File: src/rtl/bp_pkg.sv
// ---------------------------------------------------------------------------
// bp_pkg
// Shared types, constants and helpers for the branch predict unit.
//   bp_entry_t      : one predictor entry (valid, tag, target, ctr). Tag and
//                     counter fields are sized for the widest supported
//                     configuration (32-bit tag, up to 8-bit counter); unused
//                     upper bits are always written as zero.
//   bp_upd_e        : update command sent from the resolver to the table.
//   CTR_WEAK_T(w)   : weakly-taken counter value for a w-bit counter.
//   CTR_WEAK_NT(w)  : weakly-not-taken counter value for a w-bit counter.
//   CTR_MAX(w)      : saturation ceiling for a w-bit counter.
//   sat_update      : saturating increment/decrement of a counter.
// ---------------------------------------------------------------------------
package bp_pkg;

  localparam int TAG_MAX_W = 32;
  localparam int CTR_MAX_W = 8;

  typedef struct packed {
    logic                 valid;
    logic [TAG_MAX_W-1:0] tag;
    logic [31:0]          target;
    logic [CTR_MAX_W-1:0] ctr;
  } bp_entry_t;

  typedef enum logic [2:0] {
    UPD_NONE,
    UPD_BR_TAKEN,
    UPD_BR_NOT_TAKEN,
    UPD_JAL,
    UPD_INVALIDATE
  } bp_upd_e;

  // MSB set, all lower bits clear.
  function automatic logic [CTR_MAX_W-1:0] CTR_WEAK_T(input int unsigned ctrW);
    return CTR_MAX_W'(64'd1 << (ctrW - 1));
  endfunction

  // MSB clear, all lower bits set (value 1 for a 2-bit counter).
  function automatic logic [CTR_MAX_W-1:0] CTR_WEAK_NT(input int unsigned ctrW);
    return CTR_MAX_W'((64'd1 << (ctrW - 1)) - 64'd1);
  endfunction

  function automatic logic [CTR_MAX_W-1:0] CTR_MAX(input int unsigned ctrW);
    return CTR_MAX_W'((64'd1 << ctrW) - 64'd1);
  endfunction

  // Counters stick at 0 and at the ceiling instead of wrapping.
  function automatic logic [CTR_MAX_W-1:0] sat_update(
    input logic [CTR_MAX_W-1:0] ctr,
    input logic                 taken,
    input int unsigned          ctrW
  );
    logic [CTR_MAX_W-1:0] res;
    res = ctr;
    if (taken) begin
      if (ctr != CTR_MAX(ctrW)) res = ctr + 1'b1;
    end else begin
      if (ctr != '0) res = ctr - 1'b1;
    end
    return res;
  endfunction

endpackage

File: src/rtl/branch_predict_unit_if.sv
// ---------------------------------------------------------------------------
// branch_predict_unit_if
// Bundles the fetch-side prediction signals and the EX-side resolution
// signals of the branch predict unit.
//   master : the pipeline (drives F_PC and the EX instruction, reads results)
//   slave  : the branch predict unit
// Fetch : F_PC -> F_PredTaken, F_PredTarget
// EX    : Cur_PC, Imm, Branch, jal, jalr, AluResult, EX_PredTaken,
//         EX_PredTarget -> PC_Four, BrPC, PcSel, NextPC
// Optional (macro BRANCH_STATS_EN): Stat_Ctrl, Stat_Mispred counters.
// ---------------------------------------------------------------------------
interface branch_predict_unit_if #(
  parameter int PC_W = 9
);

  logic [PC_W-1:0] F_PC;
  logic            F_PredTaken;
  logic [31:0]     F_PredTarget;

  logic [PC_W-1:0] Cur_PC;
  logic [31:0]     Imm;
  logic            Branch;
  logic            jal;
  logic            jalr;
  logic [31:0]     AluResult;
  logic            EX_PredTaken;
  logic [31:0]     EX_PredTarget;

  logic [31:0]     PC_Four;
  logic [31:0]     BrPC;
  logic            PcSel;
  logic [31:0]     NextPC;

`ifdef BRANCH_STATS_EN
  logic [31:0]     Stat_Ctrl;
  logic [31:0]     Stat_Mispred;

  modport master (
    output F_PC, Cur_PC, Imm, Branch, jal, jalr, AluResult,
           EX_PredTaken, EX_PredTarget,
    input  F_PredTaken, F_PredTarget, PC_Four, BrPC, PcSel, NextPC,
           Stat_Ctrl, Stat_Mispred
  );

  modport slave (
    input  F_PC, Cur_PC, Imm, Branch, jal, jalr, AluResult,
           EX_PredTaken, EX_PredTarget,
    output F_PredTaken, F_PredTarget, PC_Four, BrPC, PcSel, NextPC,
           Stat_Ctrl, Stat_Mispred
  );
`else
  modport master (
    output F_PC, Cur_PC, Imm, Branch, jal, jalr, AluResult,
           EX_PredTaken, EX_PredTarget,
    input  F_PredTaken, F_PredTarget, PC_Four, BrPC, PcSel, NextPC
  );

  modport slave (
    input  F_PC, Cur_PC, Imm, Branch, jal, jalr, AluResult,
           EX_PredTaken, EX_PredTarget,
    output F_PredTaken, F_PredTarget, PC_Four, BrPC, PcSel, NextPC
  );
`endif

endinterface

File: src/rtl/bp_table.sv
// ---------------------------------------------------------------------------
// bp_table
// Predictor entry array: tagged BTB plus saturating counters.
//   clk, reset     : clock, synchronous active-high reset
//   rd_idx_i/tag_i : combinational fetch lookup
//   rd_hit_o       : entry valid and tag matches
//   rd_taken_o     : counter MSB of the addressed entry
//   rd_target_o    : stored target of the addressed entry
//   upd_op_i       : update command from the resolver
//   upd_idx_i/tag_i: entry and tag the update applies to
//   upd_target_i   : resolved target to store
// The write port does its own hit check against the addressed entry, so the
// resolver only needs to say what happened, not how the entry looks.
// ---------------------------------------------------------------------------
module bp_table
  import bp_pkg::*;
#(
  parameter int ENTRIES = 16,
  parameter int CTR_W   = 2,
  parameter int IDX_W   = $clog2(ENTRIES)
) (
  input  logic             clk,
  input  logic             reset,
  input  logic [IDX_W-1:0] rd_idx_i,
  input  logic [31:0]      rd_tag_i,
  output logic             rd_hit_o,
  output logic             rd_taken_o,
  output logic [31:0]      rd_target_o,
  input  bp_upd_e          upd_op_i,
  input  logic [IDX_W-1:0] upd_idx_i,
  input  logic [31:0]      upd_tag_i,
  input  logic [31:0]      upd_target_i
);

  bp_entry_t entries_q [ENTRIES];
  bp_entry_t updEntry;
  bp_entry_t newEntry_d;
  logic      updHit;
  logic      writeEn_d;

  // Fetch lookup reads the registered array only, so an update in the same
  // cycle becomes visible one cycle later.
  assign rd_hit_o    = entries_q[rd_idx_i].valid && (entries_q[rd_idx_i].tag == rd_tag_i);
  assign rd_taken_o  = entries_q[rd_idx_i].ctr[CTR_W-1];
  assign rd_target_o = entries_q[rd_idx_i].target;

  // Build the replacement entry for the EX index. Allocation sets a fresh
  // counter; a hit keeps training the existing counter. Commands that find
  // nothing to act on leave the write enable low.
  always_comb begin
    updEntry   = entries_q[upd_idx_i];
    updHit     = updEntry.valid && (updEntry.tag == upd_tag_i);
    newEntry_d = updEntry;
    writeEn_d  = 1'b0;
    case (upd_op_i)
      UPD_BR_TAKEN: begin
        writeEn_d         = 1'b1;
        newEntry_d.valid  = 1'b1;
        newEntry_d.tag    = upd_tag_i;
        newEntry_d.target = upd_target_i;
        newEntry_d.ctr    = updHit ? sat_update(updEntry.ctr, 1'b1, CTR_W) : CTR_WEAK_T(CTR_W);
      end
      UPD_BR_NOT_TAKEN: begin
        if (updHit) begin
          writeEn_d      = 1'b1;
          newEntry_d.ctr = sat_update(updEntry.ctr, 1'b0, CTR_W);
        end
      end
      UPD_JAL: begin
        writeEn_d         = 1'b1;
        newEntry_d.valid  = 1'b1;
        newEntry_d.tag    = upd_tag_i;
        newEntry_d.target = upd_target_i;
        newEntry_d.ctr    = CTR_MAX(CTR_W);
      end
      UPD_INVALIDATE: begin
        if (updHit) begin
          writeEn_d        = 1'b1;
          newEntry_d.valid = 1'b0;
        end
      end
      default: begin
        writeEn_d = 1'b0;
      end
    endcase
  end

  // Reset wins over any pending update, leaving every entry invalid with a
  // weakly-not-taken counter.
  always_ff @(posedge clk) begin
    if (reset) begin
      for (int i = 0; i < ENTRIES; i++) begin
        entries_q[i] <= '{valid: 1'b0, tag: '0, target: '0, ctr: CTR_WEAK_NT(CTR_W)};
      end
    end else if (writeEn_d) begin
      entries_q[upd_idx_i] <= newEntry_d;
    end
  end

endmodule

File: src/rtl/branch_predict_unit.sv
// ---------------------------------------------------------------------------
// branch_predict_unit
// Fetch-side branch predictor plus execute-stage branch resolver.
//   clk, reset : clock, synchronous active-high reset
//   bus        : branch_predict_unit_if.slave
//     fetch    : F_PC in; F_PredTaken, F_PredTarget out (combinational)
//     EX       : Cur_PC, Imm, Branch, jal, jalr, AluResult, EX_PredTaken,
//                EX_PredTarget in; PC_Four, BrPC, PcSel, NextPC out
//                (combinational)
// Optional feature macro BRANCH_STATS_EN: adds Stat_Ctrl (resolved control
// instructions) and Stat_Mispred (redirect cycles) counters on the bus.
// Parameters: PC_W (PC width), ENTRIES (power of two >= 2), CTR_W (>= 1,
// <= 8). PC_W must match the PC_W of the connected interface.
// ---------------------------------------------------------------------------
module branch_predict_unit
  import bp_pkg::*;
#(
  parameter int PC_W    = 9,
  parameter int ENTRIES = 16,
  parameter int CTR_W   = 2
) (
  input logic                 clk,
  input logic                 reset,
  branch_predict_unit_if.slave bus
);

  localparam int IDX_W  = $clog2(ENTRIES);
  localparam int TAG_SH = IDX_W + 2;

  logic [PC_W-1:0]  fetchPc;
  logic [PC_W-1:0]  exPc;
  logic [31:0]      fetchPc32;
  logic [31:0]      exPc32;
  logic [IDX_W-1:0] fetchIdx;
  logic [IDX_W-1:0] exIdx;
  logic [31:0]      fetchTag;
  logic [31:0]      exTag;
  logic             rdHit;
  logic             rdTaken;
  logic [31:0]      rdTarget;
  logic             predTaken;
  logic [31:0]      pcFour;
  logic [31:0]      brPc;
  logic             brFlagTaken;
  logic             resolvedTaken;
  logic             mispredict;
  logic             isCtrl;
  bp_upd_e          updOp;

  // PCs are zero-extended to 32 bits before any address arithmetic. Shifting
  // out the index and offset bits leaves the tag; when the PC has no bits
  // above the index the tag is always zero, so every valid entry hits.
  assign fetchPc   = bus.F_PC;
  assign exPc      = bus.Cur_PC;
  assign fetchPc32 = 32'(fetchPc);
  assign exPc32    = 32'(exPc);
  assign fetchIdx  = IDX_W'(fetchPc32 >> 2);
  assign exIdx     = IDX_W'(exPc32 >> 2);
  assign fetchTag  = fetchPc32 >> TAG_SH;
  assign exTag     = exPc32 >> TAG_SH;

  bp_table #(
    .ENTRIES (ENTRIES),
    .CTR_W   (CTR_W),
    .IDX_W   (IDX_W)
  ) u_table (
    .clk          (clk),
    .reset        (reset),
    .rd_idx_i     (fetchIdx),
    .rd_tag_i     (fetchTag),
    .rd_hit_o     (rdHit),
    .rd_taken_o   (rdTaken),
    .rd_target_o  (rdTarget),
    .upd_op_i     (updOp),
    .upd_idx_i    (exIdx),
    .upd_tag_i    (exTag),
    .upd_target_i (brPc)
  );

  // The fetch prediction is held off while reset is asserted so nothing
  // leaks out of the table before it has been cleared.
  assign predTaken        = !reset && rdHit && rdTaken;
  assign bus.F_PredTaken  = predTaken;
  assign bus.F_PredTarget = predTaken ? rdTarget : 32'd0;

  // Resolve the EX instruction: actual target, fall-through, and whether the
  // prediction it carried was wrong in direction or in target.
  always_comb begin
    pcFour        = exPc32 + 32'd4;
    brPc          = bus.jalr ? {bus.AluResult[31:1], 1'b0} : exPc32 + (bus.Imm <<< 1);
    brFlagTaken   = bus.Branch && (bus.AluResult == 32'd1);
    resolvedTaken = brFlagTaken || bus.jal || bus.jalr;
    isCtrl        = bus.Branch || bus.jal || bus.jalr;
    if (resolvedTaken) begin
      mispredict = !bus.EX_PredTaken || (bus.EX_PredTarget != brPc);
    end else begin
      mispredict = bus.EX_PredTaken;
    end
  end

  assign bus.PC_Four = pcFour;
  assign bus.BrPC    = brPc;
  assign bus.PcSel   = mispredict;
  assign bus.NextPC  = resolvedTaken ? brPc : pcFour;

  // Translate the resolved instruction into a table command. jalr is never
  // worth predicting, and a non-control instruction that arrived with a taken
  // prediction only got it by aliasing, so both knock out a hitting entry.
  always_comb begin
    updOp = UPD_NONE;
    if (bus.jal) begin
      updOp = UPD_JAL;
    end else if (bus.jalr) begin
      updOp = UPD_INVALIDATE;
    end else if (bus.Branch) begin
      updOp = brFlagTaken ? UPD_BR_TAKEN : UPD_BR_NOT_TAKEN;
    end else if (bus.EX_PredTaken) begin
      updOp = UPD_INVALIDATE;
    end
  end

`ifdef BRANCH_STATS_EN
  logic [31:0] statCtrl_q;
  logic [31:0] statCtrl_d;
  logic [31:0] statMispred_q;
  logic [31:0] statMispred_d;

  // Free-running event counters; they wrap naturally at 2^32.
  always_comb begin
    statCtrl_d    = statCtrl_q + 32'(isCtrl);
    statMispred_d = statMispred_q + 32'(mispredict);
  end

  // Cleared by reset; the reset-cycle instruction is not counted.
  always_ff @(posedge clk) begin
    if (reset) begin
      statCtrl_q    <= '0;
      statMispred_q <= '0;
    end else begin
      statCtrl_q    <= statCtrl_d;
      statMispred_q <= statMispred_d;
    end
  end

  assign bus.Stat_Ctrl    = statCtrl_q;
  assign bus.Stat_Mispred = statMispred_q;
`else
  logic unusedCtrl;
  assign unusedCtrl = isCtrl;
`endif

endmodule

File: src/flat_wrapper.sv
// flat-port wrapper written by rule: the top's interface ports become plain ports
module branch_predict_unit_flat import bp_pkg::*;
#(
  parameter int PC_W    = 9,
  parameter int ENTRIES = 16,
  parameter int CTR_W   = 2
)
  (clk, reset, bus_F_PC, bus_Cur_PC, bus_Imm, bus_Branch, bus_jal, bus_jalr, bus_AluResult, bus_EX_PredTaken, bus_EX_PredTarget, bus_F_PredTaken, bus_F_PredTarget, bus_PC_Four, bus_BrPC, bus_PcSel, bus_NextPC);
  branch_predict_unit_if #(.PC_W(PC_W)) bus_i ();
  input logic clk;
  input logic reset;
  input wire logic [$bits(bus_i.F_PC)-1:0] bus_F_PC;
  input wire logic [$bits(bus_i.Cur_PC)-1:0] bus_Cur_PC;
  input wire logic [$bits(bus_i.Imm)-1:0] bus_Imm;
  input wire logic [$bits(bus_i.Branch)-1:0] bus_Branch;
  input wire logic [$bits(bus_i.jal)-1:0] bus_jal;
  input wire logic [$bits(bus_i.jalr)-1:0] bus_jalr;
  input wire logic [$bits(bus_i.AluResult)-1:0] bus_AluResult;
  input wire logic [$bits(bus_i.EX_PredTaken)-1:0] bus_EX_PredTaken;
  input wire logic [$bits(bus_i.EX_PredTarget)-1:0] bus_EX_PredTarget;
  output wire logic [$bits(bus_i.F_PredTaken)-1:0] bus_F_PredTaken;
  output wire logic [$bits(bus_i.F_PredTarget)-1:0] bus_F_PredTarget;
  output wire logic [$bits(bus_i.PC_Four)-1:0] bus_PC_Four;
  output wire logic [$bits(bus_i.BrPC)-1:0] bus_BrPC;
  output wire logic [$bits(bus_i.PcSel)-1:0] bus_PcSel;
  output wire logic [$bits(bus_i.NextPC)-1:0] bus_NextPC;
  assign bus_i.F_PC = bus_F_PC;
  assign bus_i.Cur_PC = bus_Cur_PC;
  assign bus_i.Imm = bus_Imm;
  assign bus_i.Branch = bus_Branch;
  assign bus_i.jal = bus_jal;
  assign bus_i.jalr = bus_jalr;
  assign bus_i.AluResult = bus_AluResult;
  assign bus_i.EX_PredTaken = bus_EX_PredTaken;
  assign bus_i.EX_PredTarget = bus_EX_PredTarget;
  assign bus_F_PredTaken = bus_i.F_PredTaken;
  assign bus_F_PredTarget = bus_i.F_PredTarget;
  assign bus_PC_Four = bus_i.PC_Four;
  assign bus_BrPC = bus_i.BrPC;
  assign bus_PcSel = bus_i.PcSel;
  assign bus_NextPC = bus_i.NextPC;
  branch_predict_unit #(.PC_W(PC_W), .ENTRIES(ENTRIES), .CTR_W(CTR_W)) u_core (.clk(clk), .reset(reset), .bus(bus_i));
endmodule
File: config.mk
export PLATFORM = sky130hd
export DESIGN_NAME = branch_predict_unit_flat
export DESIGN_NICKNAME = d
export VERILOG_FILES = /design/src/rtl/bp_pkg.sv /design/src/rtl/branch_predict_unit_if.sv /design/src/rtl/bp_table.sv /design/src/rtl/branch_predict_unit.sv /design/src/flat_wrapper.sv
export SDC_FILE = /design/constraint.sdc
export NUM_CORES = 2
export LEC_CHECK = 0
export CAP_MARGIN = 20
export CORE_ASPECT_RATIO = 0.8
export CORE_UTILIZATION = 30
export CTS_CLUSTER_SIZE = 28
export DETAILED_ROUTE_END_ITERATION = 7
export MAX_ROUTING_LAYER = met4
export PLACE_DENSITY = 0.48
export SLEW_MARGIN = 15
export SYNTH_ARGS = -nofsm -noshare
export SYNTH_HDL_FRONTEND = slang
export SYNTH_HIERARCHICAL = 1
export SYNTH_SLANG_ARGS = --single-unit
File: constraint.sdc
create_clock -name clk -period 16.3 [get_ports clk]
set_input_delay 2.445 -clock clk [delete_from_list [all_inputs] [get_ports clk]]
set_output_delay 2.445 -clock clk [all_outputs]
set_load 0.005 [all_outputs]
---- After elaboration in Yosys (flattened, before gate mapping) ----
Memories as Yosys holds them, arrays and structs flattened.
Index checks and enable logic that the tools add are counted.
word-level totals
  output and inout port bits .............. 130
  flip-flop bits (word level) ............. 0
  input port bits ......................... 120
  memories kept ........................... 1
  RAM bits ................................ 1,168
  word-level logic and storage cells ...... 55
cells by class
  multiplexer cells ....................... 27
  add/sub/neg operators ................... 4
  reductions and logical operators ........ 14
  equality and inequality tests ........... 9
memory list
  memory                    words  width  read ports  clocked after memory_dff  write ports  RTL line        RTL
  u_core.u_table.entries_q  16     73     2           0                         16           bp_table.sv:35  bp_entry_t entries_q [ENTRIES];
operator list
  kind                                                                     count
  32-bit two-way mux                                                       3
  73-bit two-way mux                                                       1
  73-bit OR reduction                                                      1
  32-bit by 3-bit == test with 1-bit output                                2
  64-bit two-way mux                                                       1
  9-bit by 32-bit adder with 32-bit output                                 1
  32-bit by 1-bit == test with 1-bit output, second input constant         1
  8-bit two-way mux                                                        4
  32-bit inequality test                                                   1
  8-bit one-hot mux with 3 select lines                                    1
  3-bit two-way mux                                                        4
  9-bit by 3-bit adder with 10-bit output, second input constant           1
  1-bit two-way mux                                                        9
  8-bit by 1-bit adder with 8-bit output, second input constant            1
  8-bit by 2-bit inequality test with 1-bit output, second input constant  1
  8-bit nonzero test                                                       1
  8-bit by 1-bit subtractor with 8-bit output, second input constant       1
  3-bit by 2-bit == test with 1-bit output, second input constant          2
  1-bit logical AND                                                        5
  4-bit two-way mux                                                        1
  1-bit one-hot mux with 2 select lines                                    2
  2-bit OR reduction                                                       2
  3-bit by 1-bit == test with 1-bit output, second input constant          1
  3-bit == test, second input constant                                     1
  other kinds (3)                                                          6

---- Depth between registers and ports, before layout ----
  word-level depth ........................ 14
  gate-level depth with buffers ........... 18
  depth with buffers taken out ............ 11

---- Cells and area by module ----
The synthesis kept the hierarchy.
by module, submodules not included
  module               area each (um^2)  sequential area each (um^2)  instances  cells each
  bp_table             61,891.9          35,073.6                     1          4,001
  branch_predict_unit  3,119.2           0.0                          1          459

---- Least setup slack after synthesis ----
OpenSTA, ideal clock, no wires.
  path kind ............................... input-to-output
  start point ............................. input bus_F_PC[2]
  end point ............................... output bus_F_PredTarget[22]
  stages .................................. 11
  required time ........................... 13.855 ns
  buffers on the path ..................... 6
  slack ................................... 7.832 ns
  arrival time ............................ 6.023 ns
  cell sequence ........................... clkbuf_1 clkbuf_1 clkbuf_1 clkbuf_1 buf_1 mux4_2 mux4_2 nand2_1 nor2_1 clkbuf_1 and2_1
RTL lines
  item                 RTL line                   RTL
  from (decl)          flat_wrapper.sv:12         input wire logic [$bits(bus_i.F_PC)-1:0] bus_F_PC;
  memory 16 x 73 bit   n/a
  via u_core.rdTaken   branch_predict_unit.sv:39  logic rdTaken;
  1-bit logical AND    branch_predict_unit.sv:82  assign predTaken = !reset && rdHit && rdTaken;
  via bus_F_PredTaken  flat_wrapper.sv:21         output wire logic [$bits(bus_i.F_PredTaken)-1:0] bus_F_PredTaken;
  32-bit two-way mux   branch_predict_unit.sv:84  assign bus.F_PredTarget = predTaken ? rdTarget : 32'd0;
  to (decl)            flat_wrapper.sv:22         output wire logic [$bits(bus_i.F_PredTarget)-1:0] bus_F_PredTarget;
The timed path passes the listed nets, and every way through them passes these cells.

---- Worst setup path in the final report ----
  start point ............................. input bus_F_PC[2]
  end point ............................... output bus_F_PredTarget[30]
between the ends
  cells in the longest elaborated chain, start to end .. 6
RTL lines
  item                                       RTL line                   RTL
  memory 16 x 73 bit *                       n/a
  32-bit by 3-bit == test with 1-bit output  bp_table.sv:43             assign rd_hit_o = entries_q[rd_idx_i].valid && (entries_q[rd_idx_i].tag == rd_tag_i);
  1-bit logical AND *                        bp_table.sv:43
  via u_core.rdHit                           branch_predict_unit.sv:38  logic rdHit;
  1-bit logical AND * (2 in a row)           branch_predict_unit.sv:82
  32-bit two-way mux *                       branch_predict_unit.sv:84
Mark *: on every way through the listed nets, which the timed path passes. The rest lies on a longest branch.

==> flow_summary_export.csv <==
group,metric,value,unit
power_and_ir_drop,peakVddDrop,99.6,uV
sta,finalCritPeriodShare,0.637,
sta,max_slew_margin,0.173,
final_layout,largestRegisters,"u_core/u_table/entries_q (1168)",
clocking,cts-root-buf,"clkbuf_16",
global_routing,gr-total-overflow,0,
sta,fin_hold_ws,1.11,ns
sta,finalSetupViolCount,0,
worst_setup_path,arrival,7.94,ns
final_layout,fin_util,0.346,
worst_setup_path,rrSetupSlack,9.17,ns
sta,hold_violations,0,
job,maxCapViolations,0,
logic_synthesis,synth_edf_count,1168,
placement,portBuffers,224,
power_and_ir_drop,cellPowerDensity,100,nW/um^2
routing,vias_per_cell,5.57,
logic_synthesis,ys_types,86,
floorplan,start_util,0.303,
worst_setup_path,crit-reg2reg-launch,"u_core/u_table/entries_q[11][68]",
final_layout,area_growth_syn_to_layout,14.3,%
routing,ant_nets,0,
sta,rsz0062_at_grt,"no",
floorplan,pin_count,250,
routing,wl,244000,um
clocking,h-tree-depth,3,
sta,worstMarginPinSlew,1.24,ns
placement,dp_hpwl,138000,um
worst_setup_path,r2r_end,"u_core/u_table/entries_q[8][61]",
clocking,cts_buffers,121,
global_routing,antenna_found_initial,5,
final_layout,drive_gt1_frac,0.309,
placement,gp_congestion,0.882,
clocking,hold_buffers,0,
worst_setup_path,end_kind,"output port",
clocking,cts_tree,"done",
worst_setup_path,cp-start-kind,"input port",
final_layout,fin_nets,4813,
routing,dr.first_iter.drc_count,4939,
clocking,cts.clk_slew.worst_paths,0.06,ns
clocking,post_cts_buffers,0,
sta,slew_viol_final,0,
clocking,clock_path_buffers,3,
hold_path,hold_class,"reg2reg",
worst_setup_path,rr_worst_depth,11,
floorplan,dieHeight,418,um
routing,firstDrtPassIters,5,
routing,routedWlPerCell,31.9,um
logic_synthesis,synthCells,4460,
floorplan,placementRows,152,
run_status,status,"finished clean",
logic_synthesis,ys_warn_count,6,
logic_synthesis,async_flop_share,0,
final_layout,largest_reg_flops,1168,
floorplan,core,215000,um^2
hold_path,worstHoldPathCells,4,
power_and_ir_drop,p_leak,25.0,nW
routing,num_vias,42600,
logic_synthesis,syn-cell-area,65000,um^2
clocking,clk-insertion-delay-late,0.78,ns
worst_setup_path,endpoint,"bus_F_PredTarget[30]",
clocking,cts_sinks,1168,
worst_setup_path,cp.required,13.86,ns
logic_synthesis,synth-seq-cells,1168,
worst_setup_path,startpoint,"bus_F_PC[2]",
sta,fmax,0.0963,GHz
worst_setup_path,worstSetupPathType,"in2out",
logic_synthesis,seq_area_frac_synth,0.540,
floorplan,die_x,522,um
global_routing,grt.total_usage,0.227,
sta,fin_tns_setup,0,ns
routing,post-route-drc-count,0,
floorplan,die_area,219000,um^2
global_routing,grt_max_degree,118,
logic_synthesis,synthFlopType,"edfxtp_1",
worst_setup_path,path_max_fanout,70,
sta,fin_skew,0.0293,ns
global_routing,grt_pass1_wl,338000,um
global_routing,grt_pass1_vias,42100,
sta,min_period,10.39,ns
clocking,cts-resized-gates,0,
logic_synthesis,avgSynthCellArea,14.6,um^2
final_layout,top_register,"u_core/u_table/entries_q",
-- layout make-up --
class / instances / area, um^2
antenna: 8 / 20.0
clock buffer: 142 / 3110
clock inverter: 86 / 815
fill: 20700 / 141000
inverter: 20 / 77.6
multi-input combinational: 2971 / 27900
sequential: 1168 / 35100
tap: 2849 / 3560
timing repair buffer: 399 / 3710
-- kinds of logic (layout without fill, tap and decap cells) --
| group | after synthesis | in the layout | share of synthesized area |
|---|---|---|---|
| buffers and inverters | 472 | 647 | 0.0435 |
| DFF | 1168 | 1168 | 0.540 |
| muxes | 816 | 816 | 0.245 |
| and+or+nand+nor | 1503 | 1503 | 0.115 |
| adders and majority gates | 12 | 12 | 0.00242 |
| AOI/OAI and AO/OA | 331 | 331 | 0.0331 |
| other | 1 | 160 | 0.0000577 |
| xor gates and xnor gates | 157 | 157 | 0.0214 |
-- where the power goes --
part           switching (mW)  total, mW  leakage [nW]  internal [mW]
sequential             0.0535       3.47          12.0           3.42
combinational           0.712       1.14          11.0          0.433
clock                    1.25       2.84          1.91           1.59
-- how the worst min path moves through the flow --
stage	from	end	slack, ns
2_1_floorplan	u_core/u_table/entries_q[0][67]	u_core/u_table/entries_q[0][67]	1.00
3_3_place_gp	u_core/u_table/entries_q[8][66]	u_core/u_table/entries_q[2][66]	1.11
3_5_place_dp	u_core/u_table/entries_q[8][66]	u_core/u_table/entries_q[3][66]	1.12
4_1_cts	u_core/u_table/entries_q[8][66]	u_core/u_table/entries_q[3][66]	1.13
5_1_grt	u_core/u_table/entries_q[4][26]	u_core/u_table/entries_q[4][26]	1.15
6_report	u_core/u_table/entries_q[3][38]	u_core/u_table/entries_q[4][38]	1.11
-- cells in the final DEF, fill, tap and decap left out, types with 37 or more instances in the layout --
master	instances
clkdlybuf4s50_1	215
a21oi_1	119
nor2_1	717
clkbuf_16	121
nor2_2	401
mux4_2	619
edfxtp_1	1168
xnor2_1	61
a22oi_1	40
and2_1	42
clkinv_1	37
buf_4	161
xor2_1	95
mux2i_1	163
conb_1	152
nand2_1	95
-- synthesized netlist by cell type (20+ instances only) --
master / count / area share
nor4_1: 35 / 0.0034
clkbuf_1: 144 / 0.0083
nor2b_1: 36 / 0.0035
buf_4: 35 / 0.0040
mux2_2: 20 / 0.0035
nor2_1: 718 / 0.041
buf_1: 58 / 0.0033
xnor2_1: 61 / 0.0082
xor2_1: 95 / 0.013
and2_1: 42 / 0.0040
a21oi_1: 122 / 0.0094
nand4_1: 26 / 0.0025
mux4_2: 619 / 0.21
buf_6: 104 / 0.018
nor3_1: 24 / 0.0018
nor2_2: 401 / 0.039
nand2_1: 95 / 0.0055
buf_2: 111 / 0.0085
nand3_1: 33 / 0.0025
edfxtp_1: 1168 / 0.54
a22oi_1: 40 / 0.0046
nand2b_1: 25 / 0.0024
o21ai_0: 32 / 0.0025
mux2i_1: 176 / 0.027
-- stage by stage --
| stage | cells | setup slack, ns | power, mW | instance area, um^2 |
|---|---|---|---|---|
| floorplan | 4611 | 7.83 | 4.21 | 65600 |
| global placement | 7394 | 5.15 | 4.66 | 70200 |
| detailed placement | 7400 | 5.64 | 4.67 | 70300 |
| CTS | 7628 | 5.62 | 7.50 | 74200 |
| global route | 7639 | 5.57 | 7.68 | 74300 |
| finish | 7643 | 5.91 | 7.46 | 74300 |
-- per-layer routing --
metal	GRT usage	part of all wire
met1	0.328	0.45
met2	0.337	0.45
met3	0.0344	0.078
met4	0.0506	0.022
met5	-	0
-- critical path: stages --
cell	delay, ns
buf_8	0.54
buf_12	0.57
mux4_2	0.61
mux4_2	0.49
xor2_1	0.18
nor3_1	0.92
nand3_1	0.29
nor3_1	0.29
nand2_1	0.13
nor2_4	0.43
buf_16	0.24
and2_1	0.16
clkdlybuf4s50_1	0.50
Power figures use the tool's default switching activity.
